===== src/rtl/gate_truth_table_sequencer.sv =====
// Drives a two-input gate through all four {B,A} vectors, captures Y after a
// settle window per vector, and compares the captures against EXPECTED.
//
// Ports:
//   CLK        rising-edge clock
//   RST_N      synchronous active-low reset
//   START      one-cycle run request, honoured in IDLE or DONE only
//   Y          output of the gate under control
//   A, B       gate inputs, {B,A} = current vector index
//   BUSY       high while the sequence runs
//   DONE       high from completion until the next START or reset
//   PASS       DONE with no mismatches
//   RESULT     captured Y per vector index
//   FAIL_MASK  RESULT ^ EXPECTED, valid while DONE, zero otherwise
module gate_truth_table_sequencer #(
    parameter int unsigned SETTLE_CYCLES = 4,
    parameter logic [3:0]  EXPECTED      = 4'b1110
) (
    input  logic       CLK,
    input  logic       RST_N,
    input  logic       START,
    input  logic       Y,
    output logic       A,
    output logic       B,
    output logic       BUSY,
    output logic       DONE,
    output logic       PASS,
    output logic [3:0] RESULT,
    output logic [3:0] FAIL_MASK
);

    typedef enum logic [1:0] {
        S_IDLE,
        S_RUN,
        S_DONE
    } state_e;

    // Count value at which the current vector has been held long enough.
    localparam logic [7:0] LAST_COUNT = 8'(SETTLE_CYCLES - 1);

    state_e     state_q, state_d;
    logic [1:0] idx_q, idx_d;
    logic [7:0] count_q, count_d;
    logic [3:0] result_q, result_d;
    logic [3:0] fail_mask_q, fail_mask_d;
    logic       pass_q, pass_d;
    logic       a_q, a_d;
    logic       b_q, b_d;
    logic       busy_q, busy_d;
    logic       done_q, done_d;

    logic [3:0] result_cap;
    logic [1:0] idx_inc;
    logic       vec_last;

    always_comb begin
        // Result vector as it will look once the current Y is captured;
        // the final verdict must include the last capture of the run.
        result_cap = result_q;
        result_cap[idx_q] = Y;
        idx_inc = idx_q + 2'd1;
        vec_last = (count_q == LAST_COUNT);

        state_d = state_q;
        idx_d = idx_q;
        count_d = count_q;
        result_d = result_q;
        fail_mask_d = fail_mask_q;
        pass_d = pass_q;
        a_d = a_q;
        b_d = b_q;
        busy_d = busy_q;
        done_d = done_q;

        unique case (state_q)
            S_IDLE, S_DONE: begin
                if (START) begin
                    state_d = S_RUN;
                    idx_d = 2'd0;
                    count_d = 8'd0;
                    result_d = 4'd0;
                    fail_mask_d = 4'd0;
                    pass_d = 1'b0;
                    a_d = 1'b0;
                    b_d = 1'b0;
                    busy_d = 1'b1;
                    done_d = 1'b0;
                end
            end
            S_RUN: begin
                if (vec_last) begin
                    result_d = result_cap;
                    count_d = 8'd0;
                    if (idx_q == 2'd3) begin
                        state_d = S_DONE;
                        idx_d = 2'd0;
                        fail_mask_d = result_cap ^ EXPECTED;
                        pass_d = (result_cap == EXPECTED);
                        a_d = 1'b0;
                        b_d = 1'b0;
                        busy_d = 1'b0;
                        done_d = 1'b1;
                    end else begin
                        idx_d = idx_inc;
                        a_d = idx_inc[0];
                        b_d = idx_inc[1];
                    end
                end else begin
                    count_d = count_q + 8'd1;
                end
            end
            default: begin
                state_d = S_IDLE;
                idx_d = 2'd0;
                count_d = 8'd0;
                result_d = 4'd0;
                fail_mask_d = 4'd0;
                pass_d = 1'b0;
                a_d = 1'b0;
                b_d = 1'b0;
                busy_d = 1'b0;
                done_d = 1'b0;
            end
        endcase
    end

    always_ff @(posedge CLK) begin
        if (!RST_N) begin
            state_q <= S_IDLE;
            idx_q <= 2'd0;
            count_q <= 8'd0;
            result_q <= 4'd0;
            fail_mask_q <= 4'd0;
            pass_q <= 1'b0;
            a_q <= 1'b0;
            b_q <= 1'b0;
            busy_q <= 1'b0;
            done_q <= 1'b0;
        end else begin
            state_q <= state_d;
            idx_q <= idx_d;
            count_q <= count_d;
            result_q <= result_d;
            fail_mask_q <= fail_mask_d;
            pass_q <= pass_d;
            a_q <= a_d;
            b_q <= b_d;
            busy_q <= busy_d;
            done_q <= done_d;
        end
    end

    assign A = a_q;
    assign B = b_q;
    assign BUSY = busy_q;
    assign DONE = done_q;
    assign PASS = pass_q;
    assign RESULT = result_q;
    assign FAIL_MASK = fail_mask_q;

endmodule


===== config.mk =====
export PLATFORM = sky130hd
export DESIGN_NAME = gate_truth_table_sequencer
export DESIGN_NICKNAME = d
export VERILOG_FILES = /design/src/rtl/gate_truth_table_sequencer.sv
export SDC_FILE = /design/constraint.sdc
export NUM_CORES = 1
export LEC_CHECK = 0
export BUFFER_PORTS_ARGS = -buffer_cell sky130_fd_sc_hd__buf_4
export CAP_MARGIN = 25
export CORE_MARGIN = 3
export CORE_UTILIZATION = 30
export CTS_CLUSTER_SIZE = 25
export DETAILED_ROUTE_END_ITERATION = 8
export GPL_ROUTABILITY_DRIVEN = 0
export SKIP_LAST_GASP = 1
export SLEW_MARGIN = 30
export SYNTH_ARGS = -nofsm -noshare
export SYNTH_HDL_FRONTEND = slang
export SYNTH_SLANG_ARGS = --single-unit

===== constraint.sdc =====
create_clock -name CLK -period 3.8 [get_ports CLK]
set_input_delay 0.38 -clock CLK [delete_from_list [all_inputs] [get_ports CLK]]
set_output_delay 0.38 -clock CLK [all_outputs]
set_load 0.05 [all_outputs]

==> impl_metrics.tcl, run 1 <==
set metrics [dict create \
    outcome "finished clean" \
    finalSetupViolCount 0 \
    r2r_start "count_q[0]" \
    dpl-instance-area_sq_um 1230 \
    dieHeight_um 65.5 \
    port_buffers 16 \
    layout_commonest_cell "nand2_1" \
    min_from "RST_N" \
    dp_hpwl_um 1570 \
    cts_resized 0 \
    critPathKind "flop to flop" \
    cts_sinks 21 \
    rrSetupSlack_ns 2.14 \
    fin_tns_setup_ns 0 \
    timing.rr.end "idx_q[0]" \
    worst_slew_pin_slew_ns 0.527 \
    drive_above_1_share_pct 23.3 \
    antenna_cells 0 \
    period_share_pct 43.8 \
    clk_latency_ns 0.31 \
    areaGrowthSynthToFinish_pct 18.3 \
    fp-row-count 20 \
    overflow 0 \
    nFillCells 331 \
    critical_path.max_fanout 7 \
    dr.pass1.iters 4 \
    grt_pass1_wl_um 3650 \
    slowest_stage "dfxtp_1" \
    syn-mean-instance-area_sq_um 9.24 \
    wire_per_inst_um 11.7 \
    groute.usage.overall_pct 11.3 \
    num_vias 817 \
    vdd_drop_max_mv 0.109 \
    cts_hold_buf 0 \
    fin_nets 143 \
    hp-class "input pin to flop" \
    yosysUniqueCellTypes 32 \
    min_to "state_q[0]" \
    clockBufferDepth 2 \
    routed_wl_um 2070 \
    synth_area_sq_um 1060 \
    netlist_instances 115 \
    htreeDepth 1 \
    power_density_nw_per_um2 322 \
    start_util_pct 33.2 \
    max_freq_mhz 601 \
    yosysSeqAreaShare_pct 39.6 \
    ys_ff_latch 21 \
    reg2reg_depth 5 \
    cts_setup_buffers 0 \
    viasPerCell 4.62 \
    drc 0 \
    drv_slew 0 \
    crit_required_ns 4.00 \
    maxCapViolCount 0 \
    cts_tree "built" \
    crit_path_start_kind "flop" \
    cts_buffers 3 \
    finalHoldViolations 0 \
    die_x_um 65.5 \
    critPathTopFamily "compound AO/OA/AOI/OAI gates" \
    ys.warnings.count 0 \
    drtIter0Drc 22 \
    cts.clk_slew.worst_paths_ns 0.11 \
    final_core_util_pct 39.2 \
    synthesis.nets 124 \
    max_stage_delay_ns 0.39 \
    antenna_found_initial 0 \
    grt_max_degree 17 \
    path_buf_inv 0 \
    pin_count 17 \
    hold_depth 3 \
    p_leak_uw 0.000472 \
    finalCriticalPeriod_ns 1.66 \
    core-area_sq_um 3200 \
    mostFrequentLayoutCells "nand2_1 (24), dfxtp_1 (21), buf_4 (16)" \
    end_kind "flop" \
    ant_nets 0 \
    cts_root_buf "clkbuf_4" \
    fin_area_sq_um 1260 \
    maxSlewHeadroom_pct 64.9 \
    crit_arrival_ns 1.86 \
    path_cells "ha_1 -> nor4b_4 -> a21oi_1 -> a21oi_2 -> o22ai_1" \
    rsz0062_at_grt "no" \
    first_global_vias 793 \
    dieArea_sq_um 4290 \
    fin_worst_skew_ns 0.00651 \
]
==> worst register-to-register path: stages, from the launching register on <==
cell and delay, ns:
dfxtp_1 0.39, ha_1 0.23, nor4b_4 0.32, a21oi_1 0.21, a21oi_2 0.30, o22ai_1 0.11
==> power breakdown <==
group / internal, uW / switching, uW
Sequential: 226 / 5.15
Combinational: 22.9 / 41.2
Clock: 41.1 / 68.7
Total: 290 / 115
==> logic make-up (layout without fill, tap and decap cells) <==
family / Yosys count / in the layout / share of synthesized area (%)
flip-flops: 21 / 21 / 39.6
buffers and inverters: 4 / 22 / 1.41
adder cells (fa/ha/maj): 5 / 5 / 5.89
multiplexers: 14 / 14 / 13.5
AO/OA/AOI/OAI: 14 / 14 / 9.66
XOR/XNOR: 5 / 5 / 4.12
AND/OR/NAND/NOR: 52 / 52 / 25.8
==> state kept, by name, indices dropped and copies added (netlist names) <==
signal / cells
PASS: 1
state_q: 2
FAIL_MASK: 4
idx_q: 2
RESULT: 4
count_q: 8
==> per-stage QoR <==
stage | hold WS [ns] | setup slack, ns | instances | power (uW)
5_1_grt | 0.395 | 1.98 | 177 | 429
3_5_place_dp | 0.458 | 2.14 | 173 | 301
4_1_cts | 0.382 | 2.14 | 177 | 412
2_1_floorplan | 0.449 | 1.90 | 115 | 283
3_3_place_gp | 0.447 | 2.20 | 173 | 299
6_report | 0.393 | 2.14 | 177 | 405
==> how the worst max path moves through the flow <==
stage | start | endpoint | slack, ns | cells past startpoint
2_1_floorplan | idx_q[1] | PASS | 1.90 | 6
3_3_place_gp | idx_q[1] | PASS | 2.20 | 6
3_5_place_dp | count_q[0] | FAIL_MASK[1] | 2.14 | 5
4_1_cts | count_q[0] | idx_q[0] | 2.14 | 5
5_1_grt | count_q[0] | FAIL_MASK[1] | 1.98 | 5
6_report | count_q[0] | idx_q[0] | 2.14 | 5
==> synth_stat cells <==
master	n	area, sq um
a21oi_2	1	8.76
nand2_2	1	6.26
or4_1	1	7.51
o22ai_1	1	6.26
nand3_2	1	10.0
xor2_1	2	17.5
nand4_1	3	18.8
ha_1	5	62.6
o21ai_1	2	10.0
a21oi_4	2	32.5
nand3b_2	1	11.3
xnor2_1	3	26.3
mux2_2	3	33.8
nor2_2	1	6.26
a21oi_1	5	25.0
clkbuf_1	2	7.51
nand2_1	24	90.1
dfxtp_1	21	420
mux2i_1	11	110
inv_1	2	7.51
or3_1	1	6.26
nor3_2	1	10.0
and2_1	1	6.26
a21boi_1	1	7.51
or2_0	1	6.26
a31oi_1	2	12.5
nor2_1	8	30.0
nor3_1	1	5.00
or2_1	3	18.8
and2b_1	1	7.51
nor4b_4	1	23.8
nand3_1	2	10.0
==> per-layer routing <==
metal  global-route usage, %  share of wire, %  up-vias
met1                    14.7                52      370
met5                       0                 0        -
met4                    7.77               3.5        0
met2                    17.1                43       11
met3                    1.54               1.8        5
li1                        -                 -      431
==> final cells by class <==
class                   count  area [sq um]  share of cell area [%]
repair buffers             16           120                    9.56
clock buffers               4          26.3                    2.09
inverters                   2          7.51                   0.598
well taps                  44          55.1                    4.38
flip-flops and latches     21           420                    33.5
multi-input cells          90           627                    49.9
Power figures use the tool's default switching activity.
==> run 2, diff against run 1 <==
==> constraint.sdc (replaced) <==
create_clock -name CLK -period 1.4 [get_ports CLK]
set_input_delay 0.14 -clock CLK [delete_from_list [all_inputs] [get_ports CLK]]
set_output_delay 0.14 -clock CLK [all_outputs]
set_load 0.05 [all_outputs]
==> run 2 against run 1 <==
Net effect:
- the flow now finishes with violations (negative setup slack)
- critical path type unchanged
- first-iteration DRC count up 36%
- cell area up 19%
- clock-buffer cell count down 1
==> impl_metrics.tcl, run 2 (same netlist as run 1, synthesis figures left out) <==
set metrics [dict create \
    period_share_pct 111 \
    top_register "count_q" \
    cts_tree "built" \
    intPower_uw 815 \
    groute.usage.overall_pct 12.8 \
    core-area_sq_um 3200 \
    start_util_pct 33.2 \
    outcome "finished with violations" \
    num_vias 926 \
    min_from "Y" \
    finalHoldViolations 0 \
    seqPwrFrac_pct 54.2 \
    pre_cts_ws_ns -0.131 \
    dr.pass1.iters 4 \
    vdd_drop_max_mv 0.443 \
    rrSetupSlack_ns -0.15 \
    ff_latch_area_sq_um 433 \
    cts_hold_buf 0 \
    first_global_vias 932 \
    fin_nets 165 \
    path_buf_inv 0 \
    largest_reg_flops 8 \
    clk_latency_ns 0.31 \
    p_leak_uw 0.000590 \
    drv_slew 0 \
    die_x_um 65.5 \
    areaGrowthSynthToFinish_pct 40.3 \
    crit_path_start_kind "flop" \
    dp_hpwl_um 1890 \
    dieArea_sq_um 4290 \
    overflow 0 \
    fin_worst_skew_ns 0.00329 \
    layout_commonest_cell "buf_4" \
    hp-class "input pin to flop" \
    crit_arrival_ns 1.80 \
    path_cells "ha_4 -> nor4b_4 -> nand2_2 -> a21oi_4 -> mux2i_1" \
    p_switching_uw 340 \
    clockPowerShare_pct 26.5 \
    fp-row-count 20 \
    combinationalPowerShare_pct 19.2 \
    grt_max_degree 16 \
    htreeDepth 1 \
    maxSlewHeadroom_pct 75.3 \
    viasPerCell 4.65 \
    slowest_stage "dfxtp_2" \
    drc 0 \
    end_kind "flop" \
    cts.clk_slew.worst_paths_ns 0.13 \
    max_stage_delay_ns 0.38 \
    cts_buffers 3 \
    r2r_start "count_q[1]" \
    worst_slew_pin_slew_ns 0.369 \
    power.total_uw 1160 \
    grt_pass1_wl_um 4260 \
    wire_per_inst_um 12.5 \
    cts_root_buf "clkbuf_4" \
    antenna_found_initial 0 \
    dieHeight_um 65.5 \
    rsz0062_at_grt "yes" \
    antenna_cells 0 \
    critPathKind "flop to flop" \
    power_density_nw_per_um2 775 \
    failed_checks "negative setup slack" \
    routed_wl_um 2480 \
    critPathTopFamily "simple AND/OR/NAND/NOR gates" \
    max_freq_mhz 644 \
    critical_path.max_fanout 5 \
    netSwitchingFraction_pct 29.5 \
    setup_slack_ns -0.152 \
    finalCriticalPeriod_ns 1.55 \
    nFillCells 331 \
    critPathLaunch "count_q[1]" \
    multiInputGateArea_sq_um 667 \
    finalSetupViolCount 20 \
    ant_nets 0 \
    fin_tns_setup_ns -1.75 \
    drive_above_1_share_pct 43.9 \
    pin_count 17 \
    clockBufferDepth 2 \
    drtIter0Drc 30 \
    crit_required_ns 1.65 \
    mostFrequentLayoutCells "buf_4 (37), nand2_1 (24), dfxtp_1 (15)" \
    maxCapViolCount 0 \
    cts_sinks 21 \
    port_buffers 16 \
]
run 2: cell count changes in the layout (fill, tap and decap cells not counted), moves of 2 or more:
cell,delta
inv_1,-2
buf_4,+21
dfxtp_2,+4
dfxtp_4,+2
ha_1,-5
ha_4,+2
ha_2,+3
dfxtp_1,-6
run 2: repair_timing:
item / CTS / global route
pin swaps: 1 / 1
setup buffers: 2 / 2
setup endpoints to repair: 20 / 20
gates resized for setup: 1 / 1
run 2: path summary, 6_finish.rpt:
check,to,cells past startpoint
max,RESULT[2],5
min,FAIL_MASK[1],4
max reg2reg,RESULT[2],5
min reg2reg,FAIL_MASK[1],2
run 2: power groups by stage:
| stage | sequential, uW | clock, uW | combinational [uW] |
|---|---|---|---|
| floorplan | 676 | 0 | 95.4 |
| global placement | 638 | 0 | 210 |
| detailed placement | 639 | 0 | 215 |
| CTS | 626 | 316 | 217 |
| global route | 629 | 343 | 240 |
| finish | 626 | 307 | 222 |
run 2: final cells by class:
type / instances / share of cell area (%)
repair buffers: 38 / 20.0
flip-flops and latches: 21 / 29.1
clock inverters: 1 / 0.336
well taps: 44 / 3.69
clock buffers: 3 / 1.51
inverters: 2 / 0.672
multi-input cells: 90 / 44.8
run 2: tightest hold or removal path, stage by stage:
cell and delay [ns]:
buf_4 0.10, mux2i_1 0.08, nand2_1 0.07, mux2i_1 0.06
run 2: routing by layer:
layer | wire, um | share of wire, % | GRT usage, % | up-vias
met5 | 0 | 0 | 0 | -
met4 | 41 | 1.7 | 5.44 | 0
met3 | 68 | 2.7 | 2.39 | 4
met2 | 1170 | 47 | 20.9 | 14
met1 | 1210 | 49 | 16.5 | 430
li1 | - | - | - | 478
run 2: per-stage QoR:
| step | instances | util [%] | cell area (sq um) | hold WS, ns |
|---|---|---|---|---|
| 2_1_floorplan | 115 | - | 1110 | 0.288 |
| 3_3_place_gp | 191 | 44.5 | 1430 | 0.445 |
| 3_5_place_dp | 191 | 44.5 | 1430 | 0.456 |
| 4_1_cts | 197 | 45.9 | 1470 | 0.170 |
| 5_1_grt | 199 | 46.5 | 1490 | 0.192 |
| 6_report | 199 | 46.5 | 1490 | 0.175 |
==> run 3, diff against run 2 <==
--- a/config.mk
+++ b/config.mk
@@ -7,11 +7,14 @@
 export LEC_CHECK = 0
 export BUFFER_PORTS_ARGS = -buffer_cell sky130_fd_sc_hd__buf_4
 export CAP_MARGIN = 25
+export CELL_PAD_IN_SITES_DETAIL_PLACEMENT = 1
+export CELL_PAD_IN_SITES_GLOBAL_PLACEMENT = 2
 export CORE_MARGIN = 3
 export CORE_UTILIZATION = 30
 export CTS_CLUSTER_SIZE = 25
 export DETAILED_ROUTE_END_ITERATION = 8
 export GPL_ROUTABILITY_DRIVEN = 0
+export PLACE_DENSITY_LB_ADDON = 0.1
 export SKIP_LAST_GASP = 1
 export SLEW_MARGIN = 30
 export SYNTH_ARGS = -nofsm -noshare
==> run 3 against run 2 <==
Net effect:
- the run still ends with negative setup slack left
- clock power barely moved
- die area stayed put
- sequential cell count unchanged
- worst hold slack gained 0.056 ns
- worst setup slack better by 0.064 ns
- power shrank 0.53%
- clock-buffer cell count unchanged
- clock skew fell by 0.0010 ns
- final cell count fell by 1.5%
- fmax is 4.3% higher
- largest cell class unchanged
- largest power group unchanged
==> impl_metrics.tcl, run 3 (same netlist as run 1, synthesis figures left out) <==
set metrics [dict create \
    use_met3_pct 2.22 \
    ant_nets 0 \
    fp-row-count 20 \
    areaGrowthSynthToFinish_pct 40.4 \
    pin_count 17 \
    dr.pass1.iters 2 \
    overflow 0 \
    drc 0 \
    grt-busiest-layer "met2" \
    max_freq_mhz 672 \
    cts_buffers 3 \
    nFillCells 392 \
    antenna_found_initial 0 \
    cts.clk_slew.worst_paths_ns 0.13 \
    cts_tree "built" \
    reg2reg_depth 5 \
    power.total_uw 1150 \
    clockBufferDepth 2 \
    finalSetupViolCount 19 \
    finalHoldViolations 0 \
    drtIter0Drc 32 \
    critPathKind "flop to flop" \
    die_x_um 65.5 \
    htreeDepth 1 \
    p_leak_uw 0.000587 \
    cts_sinks 21 \
    setup_slack_ns -0.0873 \
    fin_nets 162 \
    wire_per_inst_um 13.6 \
    dieHeight_um 65.5 \
    final_cells 196 \
    worst_slew_pin_slew_ns 0.447 \
    r2r_start "count_q[1]" \
    groute.usage.overall_pct 13.9 \
    crit_path_start_kind "flop" \
    hold_depth 5 \
    dp_hpwl_um 2090 \
    timing.rr.end "FAIL_MASK[2]" \
    mostFrequentLayoutCells "buf_4 (32), nand2_1 (24), dfxtp_1 (15)" \
    clk_latency_ns 0.30 \
    critical_path.max_fanout 6 \
    hp-class "input pin to flop" \
    fin_worst_skew_ns 0.00226 \
    path_cells "ha_4 -> nor4b_4 -> nand3_2 -> a21oi_4 -> mux2i_1" \
    slowest_stage "dfxtp_2" \
    drv_slew 0 \
    max_stage_delay_ns 0.38 \
    viasPerCell 4.71 \
    num_vias 923 \
    rsz0062_at_grt "yes" \
    place_inst 191 \
    grt_max_degree 16 \
    antenna_cells 0 \
    outcome "finished with violations" \
    start_util_pct 33.2 \
    end_kind "flop" \
    grt_pass1_wl_um 4630 \
    maxSlewHeadroom_pct 70.0 \
    cts_root_buf "clkbuf_4" \
    min_from "START" \
    rrSetupSlack_ns -0.09 \
    core-area_sq_um 3200 \
    crit_required_ns 1.64 \
    use_met1_pct 20.6 \
    port_buffers 16 \
    routed_wl_um 2660 \
    power_density_nw_per_um2 770 \
    largest_reg_flops 8 \
    final_core_util_pct 46.6 \
    top_register "count_q" \
    drive_above_1_share_pct 44.7 \
    finalCriticalPeriod_ns 1.49 \
    met2_usage_pct 20.7 \
    crit_arrival_ns 1.73 \
    maxCapViolCount 0 \
    min_to "count_q[1]" \
    failed_checks "negative setup slack" \
    first_global_vias 953 \
    dieArea_sq_um 4290 \
    period_share_pct 106 \
    layout_commonest_cell "buf_4" \
    pre_cts_ws_ns -0.113 \
    vdd_drop_max_mv 0.357 \
]
## run 3: power breakdown
group / internal, uW / switching, uW / total (uW) / leakage, uW
clock network: 106 / 198 / 304 / 0.0000177
logic: 93.1 / 126 / 220 / 0.000396
registers: 611 / 14.0 / 625 / 0.000173
total: 811 / 338 / 1150 / 0.000587
## run 3: what timing repair did
| action | in CTS | in global routing |
|---|---|---|
| endpoints found under the setup margin | 19 | 20 |
| pin swaps | 1 | 1 |
| resized for setup | 7 | 1 |
| gates cloned | 0 | 0 |
| hold buffers | 0 | 0 |
| setup buffers | 1 | 0 |
## run 3: worst max path at each step
stage                     slack (ns)       start           end
final                          -0.09  count_q[1]  FAIL_MASK[2]
after global placement         -0.07    idx_q[0]          PASS
after floorplan                -0.08    idx_q[0]          PASS
after CTS                      -0.11  count_q[1]  FAIL_MASK[2]
after detailed placement       -0.11  count_q[1]  FAIL_MASK[2]
after global routing           -0.21  count_q[0]     RESULT[1]
## run 3: area by class of cell
cell class | instances | area, sq um | share of cell area, %
Clock inverter | 1 | 5.00 | 0.336
Inverter | 2 | 10.0 | 0.671
Sequential cell | 21 | 433 | 29.0
Timing Repair Buffer | 35 | 283 | 19.0
Multi-Input combinational cell | 90 | 683 | 45.8
Clock buffer | 3 | 22.5 | 1.51
Tap cell | 44 | 55.1 | 3.69
## run 3: worst max-delay path, delay by kind of cell (launching register included)
kind,cells,cell delay [ns]
AND/OR/NAND/NOR,2,0.40
flip-flops,1,0.38
AO/OA/AOI/OAI,1,0.28
multiplexers,1,0.22
adder cells (fa/ha/maj),1,0.13
## run 3: through the flow
step                hold WS (ns)  setup TNS [ns]  instance area [sq um]
floorplan                  0.288          -0.107                   1110
global placement           0.446          -0.473                   1430
detailed placement         0.449           -1.10                   1430
CTS                        0.233           -1.41                   1490
global route               0.226           -3.27                   1490
finish                     0.231           -1.06                   1490
## run 3: metal layers
| metal | routed length (um) | up-vias |
|---|---|---|
| li1 | - | 469 |
| met1 | 1400 | 441 |
| met2 | 1160 | 11 |
| met3 | 75 | 2 |
| met4 | 21 | 0 |
| met5 | 0 | - |
